--- src/rtl/seq_serializer.sv ---
// seq_serializer
//   Parallel-to-serial front end for the serial sequence-detector chain.
//   Words arrive over a valid/ready handshake into a one-word holding
//   register, move into the active shifter, and leave one bit per enabled
//   clock on sout. When the shifter finishes a word while the holding
//   register is full, the held word is loaded immediately, so streaming
//   has no gap between words.
//
// Ports
//   clk        : system clock, rising edge
//   rst        : asynchronous reset, active low
//   clr        : synchronous flush of both the hold and the shift words
//   en         : bit-rate tick, one bit emitted per clk edge with en=1
//   in_data    : WIDTH-bit word to serialize
//   in_valid   : in_data is valid
//   in_ready   : the holding register can accept a word
//   sout       : registered serial bit (to detector din)
//   sout_valid : sout carries a data bit rather than idle fill
//   word_done  : one-clock pulse while the last bit of a word is on sout
//   busy       : a word is held or being shifted
module seq_serializer #(
    parameter int WIDTH     = 8,
    parameter bit MSB_FIRST = 1'b1,
    parameter bit IDLE_BIT  = 1'b0
) (
    input  logic             clk,
    input  logic             rst,
    input  logic             clr,
    input  logic             en,
    input  logic [WIDTH-1:0] in_data,
    input  logic             in_valid,
    output logic             in_ready,
    output logic             sout,
    output logic             sout_valid,
    output logic             word_done,
    output logic             busy
);

    localparam int              CNT_W = $clog2(WIDTH);
    localparam logic [CNT_W-1:0] LAST  = CNT_W'(WIDTH - 1);

    logic [WIDTH-1:0] hold_q, hold_d;
    logic [WIDTH-1:0] shreg_q, shreg_d;
    logic             hold_full_q, hold_full_d;
    logic             loaded_q, loaded_d;
    logic [CNT_W-1:0] cnt_q, cnt_d;
    logic             sout_q, sout_d;
    logic             sout_valid_q, sout_valid_d;
    logic             word_done_q, word_done_d;
    logic             cur_bit;

    // cnt counts bits already sent; map it to a shifter index for the
    // configured bit order.
    function automatic logic [CNT_W-1:0] bit_index(input logic [CNT_W-1:0] c);
        if (MSB_FIRST) begin
            bit_index = LAST - c;
        end else begin
            bit_index = c;
        end
    endfunction

    assign cur_bit = shreg_q[bit_index(cnt_q)];

    always_comb begin
        hold_d       = hold_q;
        shreg_d      = shreg_q;
        hold_full_d  = hold_full_q;
        loaded_d     = loaded_q;
        cnt_d        = cnt_q;
        sout_d       = sout_q;
        sout_valid_d = sout_valid_q;
        word_done_d  = 1'b0;

        // Accept and load are mutually exclusive: accept needs an empty
        // hold, load needs a full one.
        if (in_valid && !hold_full_q) begin
            hold_d      = in_data;
            hold_full_d = 1'b1;
        end

        if (!loaded_q && hold_full_q) begin
            shreg_d     = hold_q;
            loaded_d    = 1'b1;
            cnt_d       = '0;
            hold_full_d = 1'b0;
        end

        if (en) begin
            if (loaded_q) begin
                sout_d       = cur_bit;
                sout_valid_d = 1'b1;
                if (cnt_q == LAST) begin
                    word_done_d = 1'b1;
                    cnt_d       = '0;
                    // Chain straight into the held word so the next tick
                    // carries its first bit with no idle gap.
                    if (hold_full_q) begin
                        shreg_d     = hold_q;
                        hold_full_d = 1'b0;
                    end else begin
                        loaded_d = 1'b0;
                    end
                end else begin
                    cnt_d = cnt_q + CNT_W'(1);
                end
            end else begin
                sout_d       = IDLE_BIT;
                sout_valid_d = 1'b0;
            end
        end

        // Flush wins over everything; bits already sent stay sent.
        if (clr) begin
            hold_full_d  = 1'b0;
            loaded_d     = 1'b0;
            cnt_d        = '0;
            sout_d       = IDLE_BIT;
            sout_valid_d = 1'b0;
            word_done_d  = 1'b0;
        end
    end

    always_ff @(posedge clk or negedge rst) begin
        if (!rst) begin
            hold_full_q  <= 1'b0;
            loaded_q     <= 1'b0;
            cnt_q        <= '0;
            sout_q       <= IDLE_BIT;
            sout_valid_q <= 1'b0;
            word_done_q  <= 1'b0;
        end else begin
            hold_full_q  <= hold_full_d;
            loaded_q     <= loaded_d;
            cnt_q        <= cnt_d;
            sout_q       <= sout_d;
            sout_valid_q <= sout_valid_d;
            word_done_q  <= word_done_d;
        end
    end

    // Word storage is qualified by hold_full/loaded, so it needs no reset.
    always_ff @(posedge clk) begin
        hold_q  <= hold_d;
        shreg_q <= shreg_d;
    end

    assign in_ready   = ~hold_full_q;
    assign busy       = loaded_q | hold_full_q;
    assign sout       = sout_q;
    assign sout_valid = sout_valid_q;
    assign word_done  = word_done_q;

endmodule

--- config.mk ---
export PLATFORM = sky130hd
export DESIGN_NAME = seq_serializer
export DESIGN_NICKNAME = d
export VERILOG_FILES = /design/src/rtl/seq_serializer.sv
export SDC_FILE = /design/constraint.sdc
export NUM_CORES = 1
export LEC_CHECK = 0
export CAP_MARGIN = 20
export CORE_MARGIN = 2
export CORE_UTILIZATION = 49
export CTS_CLUSTER_DIAMETER = 100
export DETAILED_ROUTE_END_ITERATION = 16
export PLACE_DENSITY = 0.78
export SLEW_MARGIN = 10
export SYNTH_ARGS = -nofsm -noshare
export SYNTH_HDL_FRONTEND = slang
export SYNTH_SLANG_ARGS = --single-unit
--- constraint.sdc ---
create_clock -name clk -period 2.03 [get_ports clk]
set_input_delay 0.406 -clock clk [delete_from_list [all_inputs] [get_ports clk]]
set_output_delay 0.406 -clock clk [all_outputs]
set_load 0.1 [all_outputs]
==> impl_metrics.csv <==
group,metric,value,unit
global_routing,grt_pass1_wl,2720,um
critical_path,path_class,"flip-flop to flip-flop",
global_routing,grt_max_degree,14,
cells_and_area,layout.nets,110,
floorplanning,rows,16,
synthesis,synth_most_common_cell,"mux2_2",
routing,first_iter_violations,11,
synthesis,ys_seq_area_share,62.2,%
timing,drv_slew,0,
critical_path,worst-path-buf-inv,1,
cells_and_area,finalCoreUtilization,63.7,%
cells_and_area,post_layout_nonfiller_instances,121,
routing,routed_via_density,5.11,
run,cap_violations,0,
clock_tree,cts_buffer_depth,2,
clock_tree,cts_sinks,24,
synthesis,netlist_area,966,um^2
synthesis,syn_inst,73,
timing,hold_slack,0.367,ns
power_and_ir_drop,pwr-share-comb,20.5,%
min_path,min_path_type,"primary input to async pin",
timing,fmax,0.542,GHz
global_routing,grt_pass1_vias,634,
clock_tree,post_cts_buffers,0,
synthesis,synth_area_leaders,"edfxtp_1, dfrtp_1, dfxtp_1",
routing,avgRoutedWirePerCell,12.2,um
place,dp_hpwl,1140,um
synthesis,syn_nets,88,
clock_tree,cts_tree,"yes",
synthesis,synthArstFlopShare,33.3,%
critical_path,cp_max_fo,9,
clock_tree,clk_pin_slew,0.12,ns
power_and_ir_drop,p_sw,0.000259,W
power_and_ir_drop,irDropWorstVdd,0.493,mV
synthesis,synth_enable_flop_cells,8,
routing,drcViolationCount,0,
clock_tree,cts.repair.resized,0,
timing,period_share,90.9,%
critical_path,cpPeakStageDelay,0.49,ns
power_and_ir_drop,intPower,0.000740,W
timing,finalSetupTns,0,ns
power_and_ir_drop,p_sw_share,25.9,%
synthesis,synth_top_area_share,24.9,%
cells_and_area,antennaDiodeCount,0,
clock_tree,cts_buffers,3,
critical_path,r2r_slack,0.18,ns
timing,fin_skew,0.00318,ns
routing,drtAntennaViolNets,0,
clock_tree,cts_htree_levels,1,
synthesis,syn_avg_cell_area,13.2,um^2
power_and_ir_drop,power_frac_clock,20.0,%
global_routing,antenna_found_initial,0,
outcome,outcome,"completed",
synthesis,synth_warnings,0,
cells_and_area,drive_gt1_share,24.5,%
routing,first_pass_iters,4,
global_routing,overflow,0,
synthesis,synthFlopType,"edfxtp_1",
critical_path,crit_top_cell,"ha_1",
synthesis,synth_cell_type_count,24,
critical_path,cp.required,2.23,ns
critical_path,critical_path_arrival,2.05,ns
timing,hold_viol_final,0,
floorplanning,core_area,1900,um^2
routing,vias,618,
synthesis,synth_area_leader_cell,"edfxtp_1",
synthesis,synth-seq-cells,24,
critical_path,critPathTopFamily,"flip-flops",
timing,relSlewSlack,74.9,%
floorplanning,initial_utilization,50.8,%
floorplanning,die_x,48.4,um
place,place.gp.congestion,0.882,
place,io_buffers,17,
cells_and_area,area_growth_syn_to_layout,25.4,%
critical_path,slowest_stage,"dfrtp_1",
floorplanning,die_h,48.4,um
timing,setup_ws,0.184,ns
power_and_ir_drop,p_per_area,825,nW/um^2
global_routing,grt_use_total,15.4,%
timing,rsz0062_at_grt,"no",
clock_tree,cts_root_buf,"clkbuf_4",
floorplanning,io_pins,18,
routing,routed_wl,1480,um
power_and_ir_drop,sequentialPowerShare,59.4,%
critical_path,cp-start-kind,"flip-flop",
clock_tree,clkLatencyLatePin,0.30,ns
synthesis,ys_top_cells_by_count,"mux2_2, dfrtp_1, dfxtp_1, edfxtp_1, nor2_1",
timing,setup_viol,0,
power_and_ir_drop,leakagePower,0.491,nW
critical_path,end_kind,"flip-flop",
critical_path,path_cells,"ha_1 -> ha_1 -> a21boi_0 -> nor2_2 -> buf_4 -> mux2_2",
timing,period_minus_slack,1.85,ns
timing,worst_pin_slew,0.375,ns
clock_tree,hold_buffers,0,
place,pre_cts_slack,0.180,ns
floorplanning,die_area,2340,um^2
place,dp.cells,117,
## layout by cell type (no fill, tap or decap), types with 2 or more instances in the layout
cell	synthesis	layout
mux2_2	10	10
dfxtp_1	8	8
mux2i_1	2	2
nor2_1	8	8
clkbuf_4	0	3
buf_12	0	2
edfxtp_1	8	8
buf_4	0	6
clkdlybuf4s50_1	0	12
ha_1	2	2
nor2b_1	2	2
inv_1	3	3
nand2_1	3	3
dfrtp_1	8	8
nand2b_1	2	2
a21oi_1	3	3
nor3b_1	3	3
## layer usage
metal	vias up	track usage [%]	share of wire, %	routed length (um)
met5	-	0	0	0
met4	0	11.4	2.8	42
met2	19	24.5	51	748
met1	295	17.3	41	600
li1	298	-	-	-
met3	6	4.94	5.6	83
## sequential cells by signal (all words and copies together) (netlist names)
name and flops:
shreg_q 8, hold_q 8, sout_valid 1, loaded_q 1, word_done 1, cnt_q 3
hold_full_q 1, sout 1
## kinds of logic (layout without fill, tap and decap cells)
family	Yosys count	after routing	share of synthesized area, %
buffers and inverters	6	27	3.24
DFF	24	24	62.2
adders and majority gates	2	2	2.59
AOI/OAI and AO/OA	8	8	5.57
and+or+nand+nor	20	20	10.4
muxes	13	13	16.1
## metrics by stage
stage               power (W)  instance area (um^2)
floorplan            0.000734                   966
global placement     0.000805                  1180
detailed placement   0.000813                  1180
CTS                   0.00101                  1210
global route          0.00105                  1210
finish               0.000999                  1210
## path summary, 6_finish.rpt
check                           from    endpoint  depth (start not counted)
max                         cnt_q[0]  shreg_q[4]                          6
min                              rst    loaded_q                          1
max reg2reg                 cnt_q[0]  shreg_q[4]                          6
min reg2reg                hold_q[0]  shreg_q[0]                          1
max in group asynchronous        rst    cnt_q[2]                          1
min in group clk           hold_q[0]  shreg_q[0]                          1
## cell type report
type                    instances  area, um^2
multi-input cells              43         334
repair buffers                 20         205
inverters                       3        11.3
fillers                       150         691
clock inverters                 1        3.75
flip-flops and latches         24         601
well taps                      27        33.8
clock buffers                   3        22.5
## power by group through the flow
stage	Clock, W	Sequential [W]	Combinational [W]
2_1_floorplan	0	0.000606	0.000128
3_3_place_gp	0	0.000603	0.000202
3_5_place_dp	0	0.000606	0.000207
4_1_cts	0.000209	0.000595	0.000207
5_1_grt	0.000223	0.000604	0.000221
6_report	0.000200	0.000594	0.000205
No activity file was read; power rests on OpenSTA's default activity.
==> patch: new RTL, same settings <==
Make the reset (`rst`) synchronous in one clocked block. Comments in the files are not updated.
--- a/src/rtl/seq_serializer.sv
+++ b/src/rtl/seq_serializer.sv
@@ -120,7 +120,7 @@
         end
     end
 
-    always_ff @(posedge clk or negedge rst) begin
+    always_ff @(posedge clk) begin
         if (!rst) begin
             hold_full_q  <= 1'b0;
             loaded_q     <= 1'b0;
Function: differs if rst is asserted again (counterexample within 4 cycles, from zero or initial values and one cycle with rst low); with rst held inactive, the same outputs for 10 cycles.
==> patch against the original RTL <==
  * Sequential share of layout area is 3.6 points lower
  * Synthesized cell count is 5.5% higher
  * Power is 6.5% lower
  * Sequential cell count stayed put
  * Synthesized area is 4.3% higher
  * Final area is 0.62% higher
  * Routed wire length is 4.8% lower
  * Critical path type unchanged
  * Non-clock buffer count is 1 lower
  * Worst setup slack better by 0.19 ns
==> patch: results (changes against the original RTL) <==
- library cell contributing the largest single delay on the critical path: dfxtp_1
- met3 wire length: 48 um, -42%
- gate family responsible for the most delay along the worst path: adder cells
- Pre-Repair DR Iteration Count: 3, -1
- register-to-register path setup slack: 0.37 ns, +0.19 ns
- First DRT Iteration DRCs: 14, +3
- Resized Gates After CTS: 0, unchanged
- routed via count divided by cell count: 4.82, -5.6%
- Hold/Removal Path Class: flip-flop to flip-flop
- Async SR Flop Fraction: 0%, -33 points
- worst slew slack as a fraction of its limit: 77.9%, +3.0 points
- number of global-route vias before repair: 550, -13%
- length of routed met2 wiring: 667 um, -11%
- clock slew seen by the registers of the worst setup and hold paths: 0.12 ns, about the same
- arrival time worst endpoint: 1.86 ns, -0.19 ns
- FF-to-FF Start: cnt_q[0]
- outcome: finished, final reports clean
- delay of the slowest critical-path stage: 0.40 ns, -0.09 ns
- Post-Synthesis Cells: 77, +5.5%
- Cells after DPL: 119, +1.7%
- Reg2Reg Depth: 5, -1
- Critical R2R Capture: shreg_q[1]
- post-route worst setup slack: 0.375 ns, +0.190 ns
- mux share of post-synthesis cell area: 18.6%, +2.6 points
- maximum ir drop on the vdd rail: 0.585 mV, +19%
- detailed placement HPWL: 1.09 mm, -4.1%
- pre-CTS setup slack: 0.188 ns, +0.00818 ns
- global-route wire length before repair: 2.32 mm, -15%
- net count of the finished layout: 112, +1.8%
- share of final-layout standard cells stronger than drive strength 1: 26.0%, +1.6 points
- global placer's final weighted congestion: 0.792, -10%
- routed vias: 593, -4.0%
- nets in the synthesized netlist: 92, +4.5%
- Layout Skew: 0.00115 ns, -0.00204 ns
- sequential element share of the synthesized area: 55.7%, -6.5 points
- leakage power summed over all cells: 0.494 nW, +0.61%
- adder and majority cell fraction of the synthesized area: 2.48%, -0.11 points
- Met1 Routed Length: 688 um, +15%
- total global-route track usage: 12.6%, -2.8 points
## patch: cell count changes after synthesis, moves of 2 or more
cell     change
mux2_4       +9
dfrtp_1      -8
dfxtp_1      +8
mux2_2       -8
a22oi_1      +2
nor2b_1      +2
## patch: cell type report
class	count	area, um2
clock buffers	3	22.5
inverters	2	7.51
multi-input cells	47	405
fillers	160	723
flip-flops and latches	24	561
clock inverters	1	3.75
well taps	27	33.8
repair buffers	19	185
## patch: how the worst max path moves through the flow
stage	endpoint	cells after the start	slack [ns]	from
final	shreg_q[1]	5	0.37	cnt_q[0]
after global routing	shreg_q[3]	5	0.31	cnt_q[0]
after CTS	shreg_q[1]	5	0.37	cnt_q[0]
after detailed placement	shreg_q[3]	4	0.19	en
after global placement	shreg_q[5]	4	0.24	en
after floorplan	shreg_q[0]	6	0.46	cnt_q[0]
## patch: report_power, final
part	internal (W)	switching, W	leakage (nW)
logic	0.000102	0.0000550	0.269
registers	0.000549	0.0000272	0.210
clock network	0.0000715	0.000128	0.0154
total	0.000723	0.000210	0.494
## patch: per-layer routing
layer | up-vias | track usage [%]
li1 | 306 | -
met2 | 11 | 19.6
met5 | - | 0
met4 | 0 | 2.86
met3 | 0 | 3.68
met1 | 276 | 17.4
## patch: worst min-delay path, cell delays in order (launching register included)
cell      delay (ns)
dfxtp_1         0.33
nand2b_1        0.06
a21oi_1         0.06
## patch: per-stage QoR
step	hold WS (ns)	util, %	power (W)
finish	0.482	62.8	0.000934
global route	0.505	62.8	0.000979
CTS	0.485	62.8	0.000944
detailed placement	0.460	61.4	0.000746
global placement	0.454	61.4	0.000740
floorplan	0.453	-	0.000697
## patch: logic make-up (layout without fill, tap and decap cells)
logic type	after synthesis	in the layout
mux	14	14
buf+inv	6	25
compound gates	9	9
simple gates	22	22
fa+ha+maj	2	2
flops	24	24
